[config.mk]
export PLATFORM = sky130hd
export DESIGN_NAME = cmp_sort_ctrl
export DESIGN_NICKNAME = d
export VERILOG_FILES = /design/src/rtl/cmp_pkg.sv /design/src/rtl/mag_cmp5.sv /design/src/rtl/cmp_sort_ctrl.sv
export SDC_FILE = /design/constraint.sdc
export NUM_CORES = 1
export LEC_CHECK = 0
export CORE_AREA = 4 4 87 80
export DETAILED_ROUTE_END_ITERATION = 10
export DIE_AREA = 0 0 91 84
export PLACE_DENSITY = 0.67
export SYNTH_ARGS = -nofsm -noshare
export SYNTH_HDL_FRONTEND = slang
export SYNTH_SLANG_ARGS = --single-unit
[constraint.sdc]
create_clock -name clk -period 4.6 [get_ports clk]
set_input_delay 1.15 -clock clk [delete_from_list [all_inputs] [get_ports clk]]
set_output_delay 1.15 -clock clk [all_outputs]
set_load 0.02 [all_outputs]
[src/rtl/cmp_pkg.sv]
// Shared definitions for the comparator-based sort controller.
package cmp_pkg;

  // Value width, fixed by the 5-bit magnitude comparator.
  localparam int W = 5;

  typedef enum logic [1:0] {
    LOAD  = 2'd0,
    SORT  = 2'd1,
    DRAIN = 2'd2
  } state_e;

  typedef struct packed {
    logic eq;
    logic gt;
    logic lt;
  } cmp_res_t;

endpackage

[src/rtl/mag_cmp5.sv]
// Combinational unsigned 5-bit magnitude comparator with one-hot result.
module mag_cmp5
  import cmp_pkg::*;
(
  input  logic [W-1:0] a,
  input  logic [W-1:0] b,
  output logic         a_eq_b,
  output logic         a_gt_b,
  output logic         a_lt_b
);

  // Exactly one of the three decisions is high for any input pair.
  always_comb begin
    a_eq_b = (a == b);
    a_gt_b = (a > b);
    a_lt_b = (a < b);
  end

endmodule

[src/rtl/cmp_sort_ctrl.sv]
// Loads N values, bubble-sorts them in place using one shared comparator
// (one compare per cycle), then streams them out in ascending order.
//
// state | meaning
// LOAD  | accepting N words on the input handshake
// SORT  | one compare/swap of mem[j], mem[j+1] per cycle
// DRAIN | presenting mem[rd] on the output handshake
module cmp_sort_ctrl
  import cmp_pkg::*;
#(
  parameter int N = 4,
  parameter int W = cmp_pkg::W
) (
  input  logic         clk,
  input  logic         rst_n,
  input  logic         clr,
  input  logic         in_valid,
  output logic         in_ready,
  input  logic [W-1:0] in_data,
  output logic         out_valid,
  input  logic         out_ready,
  output logic [W-1:0] out_data,
  output logic         out_last,
  output logic         busy
);

  localparam int IW = $clog2(N);
  localparam int CW = IW + 1;
  localparam logic [CW-1:0] ONE       = CW'(1);
  localparam logic [CW-1:0] LAST_IDX  = CW'(N - 1);
  localparam logic [CW-1:0] LAST_J    = CW'(N - 2);
  localparam logic [CW-1:0] LAST_PASS = CW'(N - 2);

  // Elaboration-time configuration checks.
  if (W != 5) begin : g_bad_w
    $error("cmp_sort_ctrl: W must be 5 to match mag_cmp5");
  end
  if (N < 2 || N > 16) begin : g_bad_n
    $error("cmp_sort_ctrl: N must be in 2..16");
  end

  state_e          state_q, state_d;
  logic [W-1:0]    mem_q [N];
  logic [W-1:0]    mem_d [N];
  logic [CW-1:0]   wr_q, wr_d;
  logic [CW-1:0]   j_q, j_d;
  logic [CW-1:0]   pass_q, pass_d;
  logic [CW-1:0]   rd_q, rd_d;
  logic            swapped_q, swapped_d;

  logic [IW-1:0]   idx_a, idx_b, idx_rd, idx_wr;
  logic [CW-1:0]   j_p1;
  cmp_res_t        cmp_res;

  // Read/write mux indices; counters never exceed N-1 where used as index.
  always_comb begin
    j_p1   = j_q + ONE;
    idx_a  = j_q[IW-1:0];
    idx_b  = j_p1[IW-1:0];
    idx_rd = rd_q[IW-1:0];
    idx_wr = wr_q[IW-1:0];
  end

  mag_cmp5 u_cmp (
    .a      (mem_q[idx_a]),
    .b      (mem_q[idx_b]),
    .a_eq_b (cmp_res.eq),
    .a_gt_b (cmp_res.gt),
    .a_lt_b (cmp_res.lt)
  );

  // Outputs decode directly from state so reset takes effect immediately.
  always_comb begin
    in_ready  = (state_q == LOAD);
    busy      = (state_q == SORT);
    out_valid = (state_q == DRAIN);
    out_last  = (state_q == DRAIN) && (rd_q == LAST_IDX);
    out_data  = (state_q == DRAIN) ? mem_q[idx_rd] : '0;
  end

  // Next-state, counter and buffer update logic; clr overrides everything.
  always_comb begin
    state_d   = state_q;
    mem_d     = mem_q;
    wr_d      = wr_q;
    j_d       = j_q;
    pass_d    = pass_q;
    rd_d      = rd_q;
    swapped_d = swapped_q;

    case (state_q)
      LOAD: begin
        if (in_valid) begin
          mem_d[idx_wr] = in_data;
          if (wr_q == LAST_IDX) begin
            state_d   = SORT;
            wr_d      = '0;
            j_d       = '0;
            pass_d    = '0;
            swapped_d = 1'b0;
          end else begin
            wr_d = wr_q + ONE;
          end
        end
      end
      SORT: begin
        // Only a strict greater-than swaps, which keeps equal values stable.
        if (cmp_res.gt) begin
          mem_d[idx_a] = mem_q[idx_b];
          mem_d[idx_b] = mem_q[idx_a];
        end
        if (j_q == LAST_J) begin
          if (!(swapped_q || cmp_res.gt) || (pass_q == LAST_PASS)) begin
            state_d   = DRAIN;
            j_d       = '0;
            pass_d    = '0;
            swapped_d = 1'b0;
          end else begin
            pass_d    = pass_q + ONE;
            j_d       = '0;
            swapped_d = 1'b0;
          end
        end else begin
          j_d       = j_p1;
          swapped_d = swapped_q | cmp_res.gt;
        end
      end
      DRAIN: begin
        if (out_ready) begin
          if (rd_q == LAST_IDX) begin
            state_d = LOAD;
            rd_d    = '0;
          end else begin
            rd_d = rd_q + ONE;
          end
        end
      end
      default: state_d = LOAD;
    endcase

    if (clr) begin
      state_d   = LOAD;
      mem_d     = mem_q;
      wr_d      = '0;
      j_d       = '0;
      pass_d    = '0;
      rd_d      = '0;
      swapped_d = 1'b0;
    end
  end

  // State, counter and buffer registers.
  always_ff @(posedge clk or negedge rst_n) begin
    if (!rst_n) begin
      state_q   <= LOAD;
      wr_q      <= '0;
      j_q       <= '0;
      pass_q    <= '0;
      rd_q      <= '0;
      swapped_q <= 1'b0;
      for (int i = 0; i < N; i++) mem_q[i] <= '0;
    end else begin
      state_q   <= state_d;
      wr_q      <= wr_d;
      j_q       <= j_d;
      pass_q    <= pass_d;
      rd_q      <= rd_d;
      swapped_q <= swapped_d;
      mem_q     <= mem_d;
    end
  end

  // The comparator's equal and less-than decisions must never coincide.
  always_ff @(posedge clk) begin
    if (rst_n) assert (!(cmp_res.eq && cmp_res.lt));
  end

endmodule

==> results.sh, run 1 <==
export IMPL_syn_num_nets=290
export IMPL_synth_top_cells_by_count="dfrtp_1 (35), nand2_1 (35), nand3_1 (24), a32oi_1 (20), mux2_2 (19)"
export IMPL_first_pass_iters=4
export IMPL_cts_num_sinks=35
export IMPL_cts_max_path_buffers=2
export IMPL_vias=2244
export IMPL_drt_total_wl_mm=6.859
export IMPL_area_growth_pct=11.98
export IMPL_worst_setup_path_start_kind="register"
export IMPL_hpwlAfterDp_mm=4.906
export IMPL_ys_ff_latch=35
export IMPL_worstSkewPairLatency_ns=0.29
export IMPL_relSlewSlack=0.3356
export IMPL_worst_path_max_fanout=8
export IMPL_yosysTopAreaCellShare=0.3288
export IMPL_antenna_cells=0
export IMPL_cp_required_ns=4.77
export IMPL_maxCapViolCount=0
export IMPL_io_pins=19
export IMPL_die_area_um2=7644
export IMPL_grt_pass1_vias=2184
export IMPL_synth_edff_count=0
export IMPL_end_kind="register"
export IMPL_cp_arrival_ns=3.94
export IMPL_synthArstFlopShare=1.000
export IMPL_synth_area_leader_cell="dfrtp_1"
export IMPL_min_path_type="register to register"
export IMPL_grt_pass1_wl_mm=11.52
export IMPL_hold_depth=1
export IMPL_worst_slew_pin_slew_ns=0.9946
export IMPL_vias_per_cell=6.448
export IMPL_period_needed_ns=3.774
export IMPL_tritoncts="built"
export IMPL_setup_violations=0
export IMPL_multiInputGateArea_um2=1670
export IMPL_p_per_area_nw_per_um2=536.1
export IMPL_netlist_cell_type_count=40
export IMPL_grtUsageTotal=0.1895
export IMPL_synth_cells=264
export IMPL_r2r_start="j_q[1]"
export IMPL_finalSetupTns_ns=0
export IMPL_syn_area_um2=2664
export IMPL_place_inst=340
export IMPL_core_area_um2=6081
export IMPL_hold_viol=0
export IMPL_synth_flop_cell="dfrtp_1"
export IMPL_antenna_found_initial=0
export IMPL_final_cell_count_no_fill=348
export IMPL_wl_per_cell_um=19.71
export IMPL_ys_warnings_count=0
export IMPL_ff2ff_setup_slack_ns=0.83
export IMPL_start_util=0.4381
export IMPL_fmax_ghz=0.2649
export IMPL_finalCritPeriodShare=0.8205
export IMPL_regArea_um2=875.8
export IMPL_fillCellCount=576
export IMPL_rows=27
export IMPL_htreeDepth=2
export IMPL_overflow=0
export IMPL_hold_end="j_q[2]"
export IMPL_reg2reg_to="mem_q[17]"
export IMPL_ys_seq_area_frac=0.3288
export IMPL_cts_hold_buf=0
export IMPL_layout_drive_gt1_share=0.1884
export IMPL_drc_errors=0
export IMPL_fin_nets=301
export IMPL_synthTopCellsByArea="dfrtp_1 (33%), mux4_2 (13%), mux2_2 (8.0%)"
export IMPL_worst_r2r_path_depth=10
export IMPL_status="completed"
export IMPL_timing_hold_ws_ns=0.5009
export IMPL_dr_first_iter_drc_count=293
export IMPL_vdd_drop_max_mv=0.2670
export IMPL_cts_root_buffer="clkbuf_8"
export IMPL_post_cts_setup_buffers=0
export IMPL_final_util=0.4905
export IMPL_die_w_um=91
export IMPL_rsz0062_at_grt="false"
export IMPL_min_from="j_q[2]"
export IMPL_die_h_um=84
export IMPL_antenna_left=0
export IMPL_grt_start_max_net_pins=36
export IMPL_finClkSkew_ns=0.009966
export IMPL_clkTransAtPathRegs_ns=0.08
export IMPL_post_cts_resized=0
export IMPL_cts_buffers=5
export IMPL_worstSetupPathType="register to register"
export IMPL_p_leak_uw=0.001255
export IMPL_timing_final_max_slew_violations=0
export IMPL_gp_congestion=0.8940
export IMPL_port_buffers=18
export IMPL_total_power_uw=1599
export IMPL_synth_avg_cell_area_um2=10.09
==> how the worst max path moves through the flow <==
stage | endpoint | cells past startpoint | start
after global placement | mem_q[17] | 10 | j_q[1]
after global routing | mem_q[17] | 10 | j_q[1]
after floorplan | mem_q[17] | 12 | j_q[0]
after CTS | mem_q[17] | 11 | j_q[0]
after detailed placement | mem_q[17] | 11 | j_q[0]
final | mem_q[17] | 10 | j_q[1]
==> per-layer routing <==
layer / wire length [um] / global-route usage / up-vias
met3: 610 / 0.05140 / 9
met4: 65 / 0.03836 / 0
met2: 3112 / 0.2894 / 95
li1: - / - / 1028
met1: 3071 / 0.2701 / 1112
met5: 0 / 0 / -
==> power breakdown <==
group	total [uW]	switching (uW)	internal [uW]
Combinational	885	505	380
Sequential	460	85.5	374
Clock	255	118	136
Total	1600	709	891
==> layout by cell type, fill, tap and decap left out, types with 3 or more instances in the layout <==
cell,instances
o221ai_2,4
a21oi_1,7
nor3b_1,4
nor2b_1,3
a32oi_1,20
inv_1,15
dfrtp_1,35
and2_1,6
clkdlybuf4s50_1,17
nor2_1,6
mux2_2,19
or3_1,4
o21ai_0,6
ha_1,16
mux4_2,15
nand2_1,35
nor3_1,3
clkbuf_8,7
nand3_1,24
==> per-stage QoR <==
step	area, um2	setup slack, ns
floorplan	2664	0.9329
global placement	2879	0.9151
detailed placement	2879	0.8622
CTS	2983	0.8230
global route	2983	0.6282
finish	2983	0.8255
==> state kept, by name, indices dropped and copies added (netlist names) <==
name	flops
mem_q	20
j_q	3
pass_q	3
rd_q	3
wr_q	3
state_q	2
swapped_q	1
==> logic make-up after synthesis <==
kind of cell	after synthesis	synth area share
AO/OA/AOI/OAI	53	0.1592
buffers and inverters	31	0.04415
flip-flops	35	0.3288
AND/OR/NAND/NOR	93	0.1775
adder cells (fa/ha/maj)	16	0.07515
multiplexers	36	0.2151
==> layout make-up <==
cell class	instances	share of cell area
clock buffers	7	0.03230
clock inverters	1	0.002517
inverters	16	0.02013
multi-input cells	198	0.5600
flip-flops and latches	35	0.2936
well taps	72	0.03020
repair buffers	19	0.06124
==> worst max-delay path, cell delays in order, from the launching register on <==
cell and delay, ns:
dfrtp_1 0.54, inv_1 0.13, ha_1 0.50, mux4_2 0.62
inv_1 0.09, ha_1 0.24, and3_1 0.22, a311o_1 0.37
a21oi_2 0.26, o221ai_2 0.28, mux2_1 0.39
(Power assumes the default switching activity.)
==> inputs of run 2 (changes only) <==
==> constraint.sdc (replaced) <==
create_clock -name clk -period 3.95 [get_ports clk]
set_input_delay 0.9875 -clock clk [delete_from_list [all_inputs] [get_ports clk]]
set_output_delay 0.9875 -clock clk [all_outputs]
set_load 0.02 [all_outputs]
==> run 2 against run 1 <==
Net effect:
- power is 15% higher
- setup slack lost 0.38 ns
- via count decreased by 0.27%
- maximum frequency rose by 7.6%
- die area unchanged
- cell area rose by 0.21%
- sequential share of layout area down 0.061 points
- combinational power increased by 19%
- routed wire length up 1.6%
- non-clock buffer count rose by 3
- critical path type unchanged
- largest power group unchanged
- highest routed layer unchanged
==> results.sh, run 2 (synthesis gave the netlist of run 1 again) <==
export IMPL_final_cell_mix="nand2_1 (35), dfrtp_1 (35), nand3_1 (24)"
export IMPL_rsz0062_at_grt="false"
export IMPL_p_seq_frac=0.287
export IMPL_place_inst=343
export IMPL_grt_pass1_wl_mm=11.40
export IMPL_start_util=0.4381
export IMPL_drt_total_wl_mm=6.971
export IMPL_power_internal_uw=1026
export IMPL_largest_register_ffs=20
export IMPL_fmax_ghz=0.2851
export IMPL_gp_congestion=0.8720
export IMPL_overflow=0
export IMPL_cts_num_sinks=35
export IMPL_rows=27
export IMPL_die_w_um=91
export IMPL_min_from="j_q[2]"
export IMPL_die_area_um2=7644
export IMPL_fillCellCount=586
export IMPL_grtUsageTotal=0.1882
export IMPL_cts_hold_buf=0
export IMPL_core_area_um2=6081
export IMPL_switching_share=0.4440
export IMPL_total_power_uw=1845
export IMPL_relSlewSlack=0.4438
export IMPL_dr_first_iter_drc_count=282
export IMPL_timing_final_max_slew_violations=0
export IMPL_finalCritPeriodShare=0.8880
export IMPL_cp_startpoint="j_q[1]"
export IMPL_grt_start_max_net_pins=36
export IMPL_min_path_type="register to register"
export IMPL_cp_arrival_ns=3.68
export IMPL_layout_drive_gt1_share=0.1942
export IMPL_cp_slowest_cell="mux4_2"
export IMPL_antenna_found_initial=0
export IMPL_clkTransAtPathRegs_ns=0.07
export IMPL_r2r_start="j_q[1]"
export IMPL_antenna_left=0
export IMPL_combPwrFrac=0.568
export IMPL_p_leak_uw=0.001267
export IMPL_worst_slew_pin_slew_ns=0.8343
export IMPL_wl_per_cell_um=19.92
export IMPL_p_per_area_nw_per_um2=617.1
export IMPL_worst_path_max_fanout=5
export IMPL_post_cts_resized=0
export IMPL_finClkSkew_ns=0.002266
export IMPL_end_kind="register"
export IMPL_die_h_um=84
export IMPL_worst_setup_path_start_kind="register"
export IMPL_first_pass_iters=4
export IMPL_antenna_cells=0
export IMPL_worstSetupPathType="register to register"
export IMPL_htreeDepth=2
export IMPL_fin_nets=304
export IMPL_finalSetupTns_ns=0
export IMPL_grt_pass1_vias=2193
export IMPL_design_area_um2=2989
export IMPL_maxCapViolCount=0
export IMPL_tritoncts="built"
export IMPL_vias_per_cell=6.394
export IMPL_cts_root_buffer="clkbuf_8"
export IMPL_vias=2238
export IMPL_cts_max_path_buffers=2
export IMPL_cp_required_ns=4.12
export IMPL_p_sw_uw=819.0
export IMPL_status="completed"
export IMPL_setup_violations=0
export IMPL_dpl_cell_area_um2=2902
export IMPL_hold_viol=0
export IMPL_io_pins=19
export IMPL_largest_register="mem_q"
export IMPL_final_cell_count_no_fill=350
export IMPL_period_needed_ns=3.508
export IMPL_cts_buffers=5
export IMPL_hpwlAfterDp_mm=4.929
export IMPL_port_buffers=18
export IMPL_vdd_drop_max_mv=0.2597
export IMPL_drc_errors=0
export IMPL_cp_cell_sequence="inv_1 -> ha_1 -> mux4_2 -> inv_1 -> ha_1 -> and3_1 -> a311o_1 -> a21oi_2 -> o221ai_2 -> mux2_1"
export IMPL_area_growth_pct=12.21
export IMPL_worstSkewPairLatency_ns=0.29
export IMPL_p_clk_frac=0.145
export IMPL_post_cts_setup_buffers=0
export IMPL_critical_path_max_stage_delay_ns=0.61
[run 2: worst paths after layout]
path	endpoint	slack [ns]	cells past startpoint
hold / removal	j_q[2]	0.50	1
max in group asynchronous	mem_q[8]	2.63	1
min in group asynchronous	pass_q[2]	0.80	1
setup / recovery	mem_q[17]	0.44	10
setup reg to reg	mem_q[17]	0.44	10
hold reg to reg	j_q[2]	0.50	1
[run 2: power groups by stage]
| stage | Sequential (uW) | Clock [uW] | Combinational (uW) |
|---|---|---|---|
| after floorplan | 505 | 0 | 774 |
| after global placement | 530 | 0 | 1030 |
| after detailed placement | 535 | 0 | 1040 |
| after CTS | 527 | 275 | 1040 |
| after global routing | 542 | 291 | 1150 |
| final | 530 | 267 | 1050 |
[run 2: area by class of cell]
cell class                      instances  area [um2]  share of cell area
Clock buffer                            6       82.58             0.02763
Clock inverter                          1       5.005            0.001674
Inverter                               16       60.06             0.02009
Multi-Input combinational cell        198        1670              0.5588
Sequential cell                        35       875.8              0.2930
Tap cell                               72       90.09             0.03014
Timing Repair Buffer                   22       205.2             0.06865
[run 2: per-layer routing]
metal	global-route usage	share of wire	vias up
li1	-	-	1039
met1	0.2644	0.45	1084
met2	0.2848	0.45	109
met3	0.05500	0.094	6
met4	0.04658	0.0073	0
met5	0	0	-
[run 2: stage by stage]
stage | worst slack (ns) | util | hold slack, ns
final | 0.4422 | 0.4916 | 0.5006
after global routing | 0.2831 | 0.4916 | 0.5412
after CTS | 0.4311 | 0.4916 | 0.5062
after detailed placement | 0.4619 | 0.4772 | 0.4952
after global placement | 0.4996 | 0.4772 | 0.4831
after floorplan | 0.2829 | - | 0.4567
[run 2: worst max-delay path: cells and delay by family (launching register included)]
kind                     cells  cell delay (ns)
AO/OA/AOI/OAI                3             0.92
adder cells (fa/ha/maj)      2             0.73
buffers and inverters        2             0.16
flip-flops                   1             0.34
multiplexers                 2             1.00
AND/OR/NAND/NOR              1             0.23
==> edit 1: new RTL, settings of run 2 <==
The parameter `N` goes from 4 to 2.
--- a/src/rtl/cmp_sort_ctrl.sv
+++ b/src/rtl/cmp_sort_ctrl.sv
@@ -8,7 +8,7 @@
 module cmp_sort_ctrl
   import cmp_pkg::*;
 #(
-  parameter int N = 4,
+  parameter int N = 2,
   parameter int W = cmp_pkg::W
 ) (
   input  logic         clk,
Check against the original RTL: not equivalent (Yosys sat finds a counterexample within 4 cycles, from zero or initial values and one cycle with rst_n low).
==> edit 1 against run 2 <==
- wire length shrank 52%
- area after synthesis decreased by 46%
- highest routed layer unchanged
- clock skew increased by 0.0078 ns
- worst setup slack improved by 0.51 ns
- sequential cell count decreased by 14
- largest power group unchanged
- count of clock-buffer cells in the layout fell by 3
- power down 51%
- cell area down 43%
- largest cell class unchanged
==> edit 1: results <==
[synth]
synth_commonest_cells = "dfrtp_1, nor2_1, o21ai_0"
ys_types = 37
yosys-top-cells-area = "dfrtp_1, mux2i_1, a32oi_1"
synthArstFlopShare_pct = 100
yosysSeqAreaShare_pct = 36.7
ys_warn_count = 0
synth_nets = 172

[sta]
max_freq_mhz = 333
fin_skew_ns = 0.0101
maxSlewHeadroom_pct = 34.9

[run_status]
status = "finished, final reports clean"

[power_and_ir_drop]
worst_ir_drop_vdd_mv = 0.216
leakagePower_uw = 0.000645

[global_routing]
grt_usage_pct = 9.12
grt_pass1_wl_um = 5820
antenna_found_initial = 0
grt_max_degree = 22

[setup_path]
ff2ff_path_depth = 6
r2r-end = "mem_q[2]"
r2r_slack_ns = 1.04
rr_startpoint = "j_q[0]"
critPathMaxFanout = 16
crit_end = "busy"
startpoint = "state_q[1]"
arrival_ns = 2.02

[worst_hold_path]
hold_path_class = "flop to flop"
hp-start = "pass_q[1]"

[detailed_routing]
dr.pass1.iters = 4
drt_iter0_drc = 109
topRoutingLayerUsed = "met4"
m1WireLength_um = 1750
wirelength_um = 3370
wl_met2_um = 1390
wl_met3_um = 217
vias = 1213
final_antenna_net_count = 0

[layout]
fin_nets = 186
antenna_cells = 0
largest_reg_flops = 10
regMostFlops = "mem_q"
drive_gt1_share_pct = 5.36

[placed_design]
placed_cell_area_um2 = 1660
dp_slack_ns = 1.03
place.gp.congestion = 0.804
hpwl_um = 2470
port_buffers = 18

[clock_network]
cts_setup_buffers = 0
cts_buffers = 3
cts_htree_levels = 1
clkLatencyLatePin_ns = 0.27
clk_pin_slew_worst_paths_ns = 0.09
cts_repair_resize_count = 0
root_buffer = "clkbuf_8"
clockBufferDepth = 2
edit 1: cell count changes after synthesis, sizes merged, moves of 9 or more:
cell          run 2  this run
nand2            35         7
nand3            24         2
mux2             20         4
mux4             15         0
dfrtp            35        21
nor2              6        19
a32oi            20        10
ha               16         7
edit 1: where the power goes:
| group | internal (uW) | switching [uW] | total (uW) |
|---|---|---|---|
| combinational | 192 | 220 | 412 |
| sequential | 268 | 80.0 | 348 |
| clock | 70.3 | 74.3 | 145 |
edit 1: worst min path at each step:
| stage | end | slack [ns] | cells after the start |
|---|---|---|---|
| global route | pass_q[1] | 0.51 | 1 |
| global placement | pass_q[1] | 0.48 | 1 |
| detailed placement | pass_q[1] | 0.48 | 1 |
| floorplan | pass_q[0] | 0.46 | 1 |
| finish | pass_q[1] | 0.50 | 1 |
| CTS | pass_q[1] | 0.50 | 1 |
edit 1: layer usage:
layer | vias up | global-route usage, %
met2 | 33 | 13.4
met4 | 0 | 1.23
met3 | 2 | 2.89
met1 | 577 | 13.3
li1 | 601 | -
met5 | - | 0
edit 1: final cells by class:
class / instances / area (um^2)
timing repair buffer: 18 / 180
clock buffer: 3 / 41.3
clock inverter: 1 / 5.00
sequential: 21 / 526
fill: 654 / 4380
multi-input combinational: 116 / 830
tap: 72 / 90.1
inverter: 9 / 33.8
edit 1: critical path: stages, from the launching register on:
cell,delay [ns]
dfrtp_1,0.43
nand2b_1,0.41
inv_1,0.27
clkdlybuf4s50_1,0.64
edit 1: cells by family (layout without fill, tap and decap cells):
kind of cell,after synthesis,count (layout),synth area share [%]
AND/OR/NAND/NOR,54,54,21.0
AO/OA/AOI/OAI,39,39,19.6
flip-flops,21,21,36.7
buffers and inverters,18,31,5.33
multiplexers,13,13,9.44
adder cells (fa/ha/maj),7,7,6.12
XOR/XNOR,3,3,1.84
edit 1: stage by stage:
step / power [uW] / instances
final: 905 / 240
after global routing: 981 / 240
after CTS: 907 / 240
after detailed placement: 761 / 236
after global placement: 754 / 236
after floorplan: 664 / 155
==> edit 2: new RTL, config.mk and constraints of run 2 <==
Made on the original files. Make the reset (`rst_n`) synchronous in one clocked block.
--- a/src/rtl/cmp_sort_ctrl.sv
+++ b/src/rtl/cmp_sort_ctrl.sv
@@ -150,7 +150,7 @@
   end
 
   // State, counter and buffer registers.
-  always_ff @(posedge clk or negedge rst_n) begin
+  always_ff @(posedge clk) begin
     if (!rst_n) begin
       state_q   <= LOAD;
       wr_q      <= '0;
Behaviour: differs if rst_n is asserted again (counterexample within 10 cycles, from zero or initial values and one cycle with rst_n low); with rst_n held inactive, the same outputs for 10 cycles.
==> edit 2 against run 2 <==
- worst setup slack got worse by 0.010 ns
- area after synthesis increased by 3.3%
- sequential cell count unchanged
- synthesized cell count increased by 21%
- wire length increased by 18%
- cell area increased by 1.8%
- sequential share of layout area decreased by 6.3 points
Power is not compared: it rests on default switching activity, and its combinational part moved more than twofold at a synthesized area within 25%.
==> edit 2: results <==
[synth]
synth_compound_area_share_pct = 26.8
yosysSeqAreaShare_pct = 25.5
synthArstFlopShare_pct = 0
muxShareOfSynthArea_pct = 12.2
synthAdderAreaFrac_pct = 7.27
yosys-top-cells-area = "dfxtp_1, mux4_2, ha_1"
ys_types = 37
avgSynthCellArea_um2 = 8.60
synth_area_leader_cell = "dfxtp_1"

[run_status]
status = "finished, final reports clean"

[placed_design]
hpwl_um = 6080
place.gp.congestion = 0.943
placed_cell_area_um2 = 2960

[setup_path]
cp_slowest_cell = "ha_1"
arrival_ns = 3.71

[global_routing]
grt_usage_pct = 21.7
first_global_vias = 2500
grtUsageMet3_pct = 5.41
grt_max_degree = 26
grt_util_met2_pct = 31.6

[layout]
drive_gt1_share_pct = 8.81
final_cells = 401
clock_cell_area_share_pct = 2.80
nMultiInputCombCells = 248
regArea_um2 = 701
sh_seq_area_pct = 23.0
multi_input_area_share_pct = 62.3

[sta]
fin_skew_ns = 0.00798

[detailed_routing]
drt_iter0_drc = 354
wirelength_um = 8210
wl_met2_um = 3600
vias = 2697
## edit 2: path summary, 6_finish.rpt
| kind | startpoint | to | slack (ns) | cells past startpoint |
|---|---|---|---|---|
| hold / removal | rd_q[2] | rd_q[2] | 0.46 | 2 |
| setup reg to reg | j_q[0] | mem_q[19] | 0.43 | 12 |
| hold reg to reg | rd_q[2] | rd_q[2] | 0.46 | 2 |
| setup / recovery | j_q[0] | mem_q[19] | 0.43 | 12 |
## edit 2: cells by family (layout without fill, tap and decap cells)
group | count (synthesis) | count (layout)
simple gates | 118 | 118
fa+ha+maj | 16 | 16
buf+inv | 37 | 46
compound gates | 93 | 93
mux | 21 | 21
flops | 35 | 35
## edit 2: worst max-delay path, delay by kind of cell (launching register included)
kind | cells | cell delay [ns]
DFF | 1 | 0.33
muxes | 1 | 0.50
AOI/OAI and AO/OA | 3 | 0.86
adders and majority gates | 2 | 0.83
buffers and inverters | 2 | 0.40
and+or+nand+nor | 4 | 0.50
